==> src/rtl/mp_add_pkg.sv <==
// mp_add_pkg: shared types, defaults and helpers for the multi-precision add sequencer
package mp_add_pkg;
  typedef enum logic [1:0] {IDLE, RUN, DONE} mp_state_t;
  localparam int N_DEF = 8;
  localparam int WORDS_DEF = 4;
  function automatic int idx_w(input int words);
    return words > 1 ? $clog2(words) : 1;
  endfunction
endpackage

==> src/rtl/rca_slice.sv <==
// rca_slice: structural N-bit ripple-carry adder exposing the MSB carry-in for overflow
module rca_slice #(
  parameter int N = 8
) (
  input  logic         cin,
  input  logic [N-1:0] a,
  input  logic [N-1:0] b,
  output logic [N-1:0] sum,
  output logic         cout,
  output logic         c_msb_in
);
  logic [N:0] c;
  assign c[0] = cin;
  for (genvar i = 0; i < N; i++) begin : g_fa
    assign sum[i]   = a[i] ^ b[i] ^ c[i];
    assign c[i+1]   = (a[i] & b[i]) | (c[i] & (a[i] ^ b[i]));
  end
  assign cout     = c[N];
  assign c_msb_in = c[N-1];
endmodule

==> src/rtl/mp_add_seq.sv <==
// mp_add_seq: WORDS-pass add/subtract sequencer reusing one N-bit ripple-carry slice
module mp_add_seq
  import mp_add_pkg::*;
#(
  parameter int N     = N_DEF,
  parameter int WORDS = WORDS_DEF
) (
  input  logic               clk,
  input  logic               rst,
  input  logic               start,
  input  logic               sub,
  input  logic [N*WORDS-1:0] a,
  input  logic [N*WORDS-1:0] b,
  output logic               busy,
  output logic               done,
  output logic [N*WORDS-1:0] sum,
  output logic               carry_out,
  output logic               overflow
);
  localparam int IW = idx_w(WORDS);
  mp_state_t state, state_nx;
  logic [IW-1:0] idx;
  logic cy, accept, last, s_cout, s_cmsb;
  logic [N*WORDS-1:0] a_r, b_r;
  logic [N-1:0] s_sum;
  rca_slice #(.N(N)) u_slice (
    .cin     (cy),
    .a       (a_r[idx*N +: N]),
    .b       (b_r[idx*N +: N]),
    .sum     (s_sum),
    .cout    (s_cout),
    .c_msb_in(s_cmsb)
  );
  always_comb begin
    accept   = start && state != RUN;
    last     = idx == IW'(WORDS - 1);
    state_nx = state == RUN ? (last ? DONE : RUN) : (start ? RUN : IDLE);
    busy     = state == RUN;
    done     = state == DONE;
  end
  always_ff @(posedge clk or posedge rst) begin
    if (rst) begin
      state     <= IDLE;
      idx       <= '0;
      cy        <= 1'b0;
      a_r       <= '0;
      b_r       <= '0;
      sum       <= '0;
      carry_out <= 1'b0;
      overflow  <= 1'b0;
    end else begin
      state <= state_nx;
      if (accept) begin
        a_r <= a;
        b_r <= sub ? ~b : b;
        cy  <= sub;
        idx <= '0;
      end else if (state == RUN) begin
        sum[idx*N +: N] <= s_sum;
        cy              <= s_cout;
        idx             <= last ? idx : idx + IW'(1);
        if (last) begin
          carry_out <= s_cout;
          overflow  <= s_cmsb ^ s_cout;
        end
      end
    end
  end
endmodule

==> config.mk <==
export PLATFORM = sky130hd
export DESIGN_NAME = mp_add_seq
export DESIGN_NICKNAME = d
export VERILOG_FILES = /design/src/rtl/mp_add_pkg.sv /design/src/rtl/rca_slice.sv /design/src/rtl/mp_add_seq.sv
export SDC_FILE = /design/constraint.sdc
export NUM_CORES = 1
export LEC_CHECK = 0
export CAP_MARGIN = 5
export CORE_MARGIN = 2
export CORE_UTILIZATION = 43
export CTS_CLUSTER_DIAMETER = 40
export DETAILED_ROUTE_END_ITERATION = 10
export MAX_ROUTING_LAYER = met4
export PLACE_DENSITY = 0.77
export SLEW_MARGIN = 5
export SYNTH_ARGS = -nofsm -noshare
export SYNTH_HDL_FRONTEND = slang
export SYNTH_SLANG_ARGS = --single-unit
==> constraint.sdc <==
create_clock -name clk -period 13.4 [get_ports clk]
set_clock_uncertainty 0.2 [all_clocks]
set_input_delay 4.02 -clock clk [delete_from_list [all_inputs] [get_ports clk]]
set_output_delay 4.02 -clock clk [all_outputs]
set_load 0.02 [all_outputs]
==> parameters.txt, run 1 <==
Parameter                              Value

Setup path
  Setup slack on the worst flop-to-flop path    8.63 ns
  Data required time at the worst endpoint    13.45 ns
  Endpoint kind of the worst setup timing path    flip-flop
  Setup crit start kind    input pin
  FF-to-FF Start    idx[0]
  CP arrival    6.41 ns
  Terminus of the critical flop-to-flop path    sum[15]
  Start-to-end type of the worst setup path    input pin to flip-flop
  Critical path peak fanout    41
  Worst Reg-to-Reg Cells    14

Finish
  Fill cells    948
  Final core utilization    56.3%
  Post-synthesis to final-layout area growth    27.0%
  Total Nets Final    553
  Proportion of layout cells with a drive suffix above 1    15.8%
  Combined area of the multi-input logic cells    2050 sq um
  Register cell area after layout    2580 sq um
  Number of antenna cells inserted    0

Routing
  DRC violation count after routing    0
  Length of the first detailed-routing pass in iterations    4
  Drt first-iter violations    237
  Routed Wire Length    10.6 mm
  Remaining antenna violation count after routing    0
  Number of vias per cell after detailed routing    5.37
  Routed wire length per instance    17.2 um
  Vias    3306

STA
  Headroom to the max-slew limit    35.2%
  Final hold violation count    0
  Highest attainable clock frequency    157 MHz
  Post-layout worst setup margin    7.04 ns
  Final critical path time including I/O delays and setup    6.36 ns
  RSZ-0062 raised after global routing    false
  Transition time of the tightest slew-check pin    0.972 ns
  Number of endpoints failing setup at the final stage    0
  Fraction of the cycle the final worst path needs    47.5%
  Count of pins over their slew limit    0
  Setup TNS    0 ns

Yosys
  Synth Cell Area    4830 sq um
  Number of nets produced by synthesis    459
  Count of flip-flops with a built-in enable after synthesis    0
  Most frequent cell after synthesis    sky130_fd_sc_hd__dfrtp_1
  #FFs+latches synth    103
  Prevailing post-synth register cell    sky130_fd_sc_hd__dfrtp_1
  Number of distinct standard cells referenced by the synthesized netlist    31
  Cell types with the largest area share after synthesis    sky130_fd_sc_hd__dfrtp_1, sky130_fd_sc_hd__mux2_2, sky130_fd_sc_hd__mux4_2
  Synthesized area per cell    12.8 sq um
  Most frequent cells after synthesis    sky130_fd_sc_hd__dfrtp_1, sky130_fd_sc_hd__a21oi_1, sky130_fd_sc_hd__mux2_2
  Synth top area share    53.4%
  Yosys warning count    0
  Fraction of synthesis flops using an asynchronous set or reset pin    100%
  Post-synthesis instance total    378
  Sequential fraction of the synthesis area    53.4%
  Leading area contributor after synthesis    sky130_fd_sc_hd__dfrtp_1

Min path
  Worst Hold Path EP    sum[9]
  Number of cells traversed by the worst hold path    2
  Hold path startpoint    sum[9]
  Tightest Hold Check Type    flip-flop to flip-flop

Die
  Horizontal die dimension    110 um
  I/O pin count    104
  Die H    110 um
  Overall die area    12100 sq um
  Initial Util    44.3%
  Std cell rows    38
  Floorplan Core Area    10900 sq um

Placed design
  Pre-CTS worst setup slack    6.70 ns
  Post-DP HPWL    7.84 mm
  Routability cong.    0.813
  Buffers on Ports    103

Clock network
  Clock latency at the later pin of the worst-skew pair    0.37 ns
  Number of buffers inserted to repair setup after CTS    0
  Total of hold buffers inserted after clock tree synthesis    0
  Clock transition at the registers of the reported paths    0.08 ns
  TritonCTS clock tree    built
  CTS H-Tree Depth    3
  CTS Buf Count    9
  Resize count post-CTS    0
  TritonCTS sink count    103
  Max Root-Sink Buffers    2
  Buffer cell driving the clock tree root    sky130_fd_sc_hd__clkbuf_8

Power and ir drop
  Leak pwr    0.00248 uW
  Worst vdd ir    0.000124 V
  Total power divided by cell area    253 nW/um^2

GRT
  Number of antenna violations at the first check in global routing    0
  Overall track demand over capacity in global routing    19.4%
  First-pass GRT wire length    17.3 mm
  Remaining Overflow, GRT    0
  Largest net degree at the start of global routing    81
  Via count of the first global-routing pass    3394

Outcome
  Run status    completed

Run
  Number of maximum-capacitance constraint violations    0
logic make-up after synthesis:
| kind of cell | Yosys count | synth area share, % |
|---|---|---|
| DFF | 103 | 53.4 |
| AOI/OAI and AO/OA | 100 | 12.2 |
| muxes | 51 | 15.6 |
| buffers and inverters | 42 | 4.22 |
| and+or+nand+nor | 36 | 3.99 |
| xor gates and xnor gates | 33 | 5.99 |
| adders and majority gates | 13 | 4.61 |
where the power goes:
| group | leakage [uW] | switching [uW] | total [uW] | internal, uW |
|---|---|---|---|---|
| sequential | 0.00125 | 78.8 | 525 | 446 |
| combinational | 0.00113 | 444 | 831 | 387 |
| clock | 0.0000985 | 99.2 | 195 | 95.3 |
layer usage:
layer | vias up | GRT usage [%] | share of wire [%]
li1 | 1525 | - | -
met1 | 1658 | 26.5 | 44
met2 | 111 | 30.5 | 49
met3 | 12 | 3.26 | 5.4
met4 | 0 | 4.52 | 0.99
met5 | - | - | 0
how the worst max path moves through the flow:
stage / startpoint / endpoint
after detailed placement: start / a_r[7]
after global placement: start / a_r[30]
after CTS: start / a_r[7]
after global routing: start / a_r[28]
after floorplan: rst / a_r[0]
final: start / a_r[15]
sequential cells by signal (all words and copies together) (netlist names):
signal	cells
overflow	1
a_r	32
b_r	32
sum	32
cy	1
carry_out	1
state	2
idx	2
layout make-up:
class	instances	share of cell area, %
Sequential cell	103	42.0
Multi-Input combinational cell	233	33.4
Timing Repair Buffer	109	17.5
Tap cell	140	2.86
Clock buffer	12	2.53
Inverter	16	1.02
Clock inverter	3	0.694
cell usage in the layout (no fill, tap or decap), types with 2 or more instances in the layout:
| master | Yosys | final |
|---|---|---|
| sky130_fd_sc_hd__mux4_2 | 16 | 16 |
| sky130_fd_sc_hd__xnor2_1 | 33 | 33 |
| sky130_fd_sc_hd__nand3b_1 | 3 | 3 |
| sky130_fd_sc_hd__mux2_2 | 34 | 34 |
| sky130_fd_sc_hd__buf_4 | 1 | 6 |
| sky130_fd_sc_hd__o2bb2ai_1 | 8 | 8 |
| sky130_fd_sc_hd__ha_1 | 5 | 5 |
| sky130_fd_sc_hd__o21ai_0 | 11 | 11 |
| sky130_fd_sc_hd__clkdlybuf4s50_1 | 0 | 102 |
| sky130_fd_sc_hd__a21oi_1 | 64 | 64 |
| sky130_fd_sc_hd__nand3_1 | 4 | 4 |
| sky130_fd_sc_hd__nor2b_1 | 2 | 2 |
| sky130_fd_sc_hd__clkbuf_8 | 0 | 11 |
| sky130_fd_sc_hd__a22o_1 | 13 | 13 |
| sky130_fd_sc_hd__o31ai_1 | 4 | 4 |
| sky130_fd_sc_hd__dfrtp_1 | 103 | 103 |
| sky130_fd_sc_hd__fa_1 | 8 | 8 |
| sky130_fd_sc_hd__inv_1 | 15 | 14 |
| sky130_fd_sc_hd__nand2_1 | 18 | 18 |
per-stage QoR:
| stage | power [uW] | instance area (sq um) | hold slack [ns] | std cells |
|---|---|---|---|---|
| final | 1550 | 6130 | 0.286 | 616 |
| after detailed placement | 1370 | 5930 | 0.270 | 601 |
| after CTS | 1570 | 6130 | 0.290 | 616 |
| after floorplan | 1100 | 4830 | 0.275 | 378 |
| after global routing | 1670 | 6130 | 0.319 | 616 |
| after global placement | 1340 | 5930 | 0.264 | 601 |
worst max-delay path: stages:
cell and delay, ns:
sky130_fd_sc_hd__clkdlybuf4s50_1 0.47, sky130_fd_sc_hd__buf_4 0.33, sky130_fd_sc_hd__and2_2 0.78, sky130_fd_sc_hd__buf_4 0.42, sky130_fd_sc_hd__mux2_2 0.37
Power figures use the tool's default switching activity.
==> run 2: changes to the inputs <==
- PLACE_DENSITY: 0.77 -> 0.8
- clock period: 13.4 -> 5.1 ns (I/O delays scaled with it)
==> parameters.txt, run 2 (synthesis gave the netlist of run 1 again) <==
Parameter                              Value

Finish
  Fill cells    905
  Proportion of layout cells with a drive suffix above 1    16.3%
  Non-filler instance count after layout    619
  Final core utilization    56.7%
  Combined area of the multi-input logic cells    2050 sq um
  Register cell area after layout    2580 sq um
  Post-synthesis to final-layout area growth    27.8%
  Final instance area    6170 sq um
  Total Nets Final    555
  Top Registers    a_r (32), b_r (32), sum (32)
  Number of antenna cells inserted    0
  Most common library cell in the layout ignoring fill and taps    sky130_fd_sc_hd__dfrtp_1
  Most used cells in the layout excluding fill and tap cells    sky130_fd_sc_hd__dfrtp_1, sky130_fd_sc_hd__clkdlybuf4s50_1, sky130_fd_sc_hd__a21oi_1

Routing
  Drt first-iter violations    203
  Routed wire length per instance    17.8 um
  Length of the first detailed-routing pass in iterations    5
  Routed Wire Length    11.0 mm
  DRC violation count after routing    0
  Remaining antenna violation count after routing    0
  Vias    3358
  Number of vias per cell after detailed routing    5.42

STA
  Highest attainable clock frequency    223 MHz
  RSZ-0062 raised after global routing    false
  Fraction of the cycle the final worst path needs    88.0%
  Final critical path time including I/O delays and setup    4.49 ns
  Count of pins over their slew limit    0
  Number of endpoints failing setup at the final stage    0
  Setup TNS    0 ns
  Final hold violation count    0
  Transition time of the tightest slew-check pin    0.983 ns
  Headroom to the max-slew limit    34.5%

Clock network
  CTS H-Tree Depth    3
  Resize count post-CTS    0
  TritonCTS sink count    103
  Clock transition at the registers of the reported paths    0.10 ns
  Buffer cell driving the clock tree root    sky130_fd_sc_hd__clkbuf_8
  Total of hold buffers inserted after clock tree synthesis    0
  CTS Buf Count    9
  Max Root-Sink Buffers    2
  TritonCTS clock tree    built
  Number of buffers inserted to repair setup after CTS    0
  Clock latency at the later pin of the worst-skew pair    0.37 ns

Die
  Std cell rows    38
  Overall die area    12100 sq um
  Initial Util    44.3%
  Floorplan Core Area    10900 sq um
  I/O pin count    104
  Die H    110 um
  Horizontal die dimension    110 um

Setup path
  Top cell by count, worst path    sky130_fd_sc_hd__fa_1
  Setup crit start kind    flip-flop
  Endpoint kind of the worst setup timing path    flip-flop
  Max stage delay cell, worst path    sky130_fd_sc_hd__dfrtp_1
  Critical path peak fanout    14
  Start-to-end type of the worst setup path    flip-flop to flip-flop
  Critical-path cell list    buf_4, mux4_2, inv_1, fa_1, fa_1, fa_1, inv_1, fa_1, fa_1, fa_1, fa_1, nand3_1, o21ai_0
  Worst Reg-to-Reg Cells    13
  Max incr delay on CP    0.71 ns
  CP arrival    4.58 ns
  Data required time at the worst endpoint    5.19 ns

GRT
  Remaining Overflow, GRT    0
  Overall track demand over capacity in global routing    20.1%
  Largest net degree at the start of global routing    55
  Via count of the first global-routing pass    3418
  Number of antenna violations at the first check in global routing    0
  First-pass GRT wire length    17.7 mm

Placed design
  Routability cong.    0.867
  Placed cell area    5950 sq um
  Cell total after placement    603
  Buffers on Ports    103
  Post-DP HPWL    8.29 mm

Min path
  Tightest Hold Check Type    flip-flop to flip-flop
  Number of cells traversed by the worst hold path    2

Power and ir drop
  Worst vdd ir    0.000352 V
  Power Total    4180 uW
  Leak pwr    0.00250 uW
  Total power divided by cell area    677 nW/um^2

Run
  Number of maximum-capacitance constraint violations    0

Outcome
  Run status    completed
run 2: per-stage QoR:
| stage | setup slack, ns | hold WS (ns) |
|---|---|---|
| after floorplan | 0.666 | 0.275 |
| after global placement | 0.724 | 0.265 |
| after detailed placement | 0.637 | 0.272 |
| after CTS | 0.623 | 0.294 |
| after global routing | 0.364 | 0.324 |
| final | 0.614 | 0.294 |
run 2: where the power goes:
part / total, uW / internal (uW) / switching (uW) / leakage (uW)
clock network: 561 / 279 / 281 / 0.000103
logic: 2180 / 1030 / 1150 / 0.00114
registers: 1430 / 1170 / 262 / 0.00125
total: 4180 / 2480 / 1700 / 0.00250
run 2: cell type report:
| class | instances | share of cell area, % |
|---|---|---|
| flip-flops and latches | 103 | 41.8 |
| multi-input cells | 233 | 33.2 |
| repair buffers | 111 | 17.6 |
| well taps | 140 | 2.84 |
| clock buffers | 10 | 2.07 |
| clock inverters | 6 | 1.50 |
| inverters | 16 | 1.01 |
run 2: final timing paths:
path | slack (ns) | to | startpoint
max reg2reg | 0.61 | sum[15] | idx[0]
max | 0.61 | sum[15] | idx[0]
min in group asynchronous | 1.41 | sum[5] | rst
max in group asynchronous | 2.48 | a_r[2] | rst
min reg2reg | 0.29 | sum[8] | sum[8]
min | 0.29 | sum[8] | sum[8]
run 2: worst max-delay path: cells and delay by family, from the launching register on:
| family | cells | cell delay, ns |
|---|---|---|
| compound gates | 1 | 0.16 |
| fa+ha+maj | 7 | 2.31 |
| buf+inv | 3 | 0.44 |
| flops | 1 | 0.71 |
| mux | 1 | 0.52 |
| simple gates | 1 | 0.08 |
run 2: routing by layer:
metal  vias to the layer above  global-route usage, %  part of all wire [%]
met3                        15                   3.68                   4.9
li1                       1542                      -                     -
met4                         0                   6.78                   1.9
met5                         -                      -                     0
met2                       106                   30.1                    49
met1                      1695                   27.6                    44
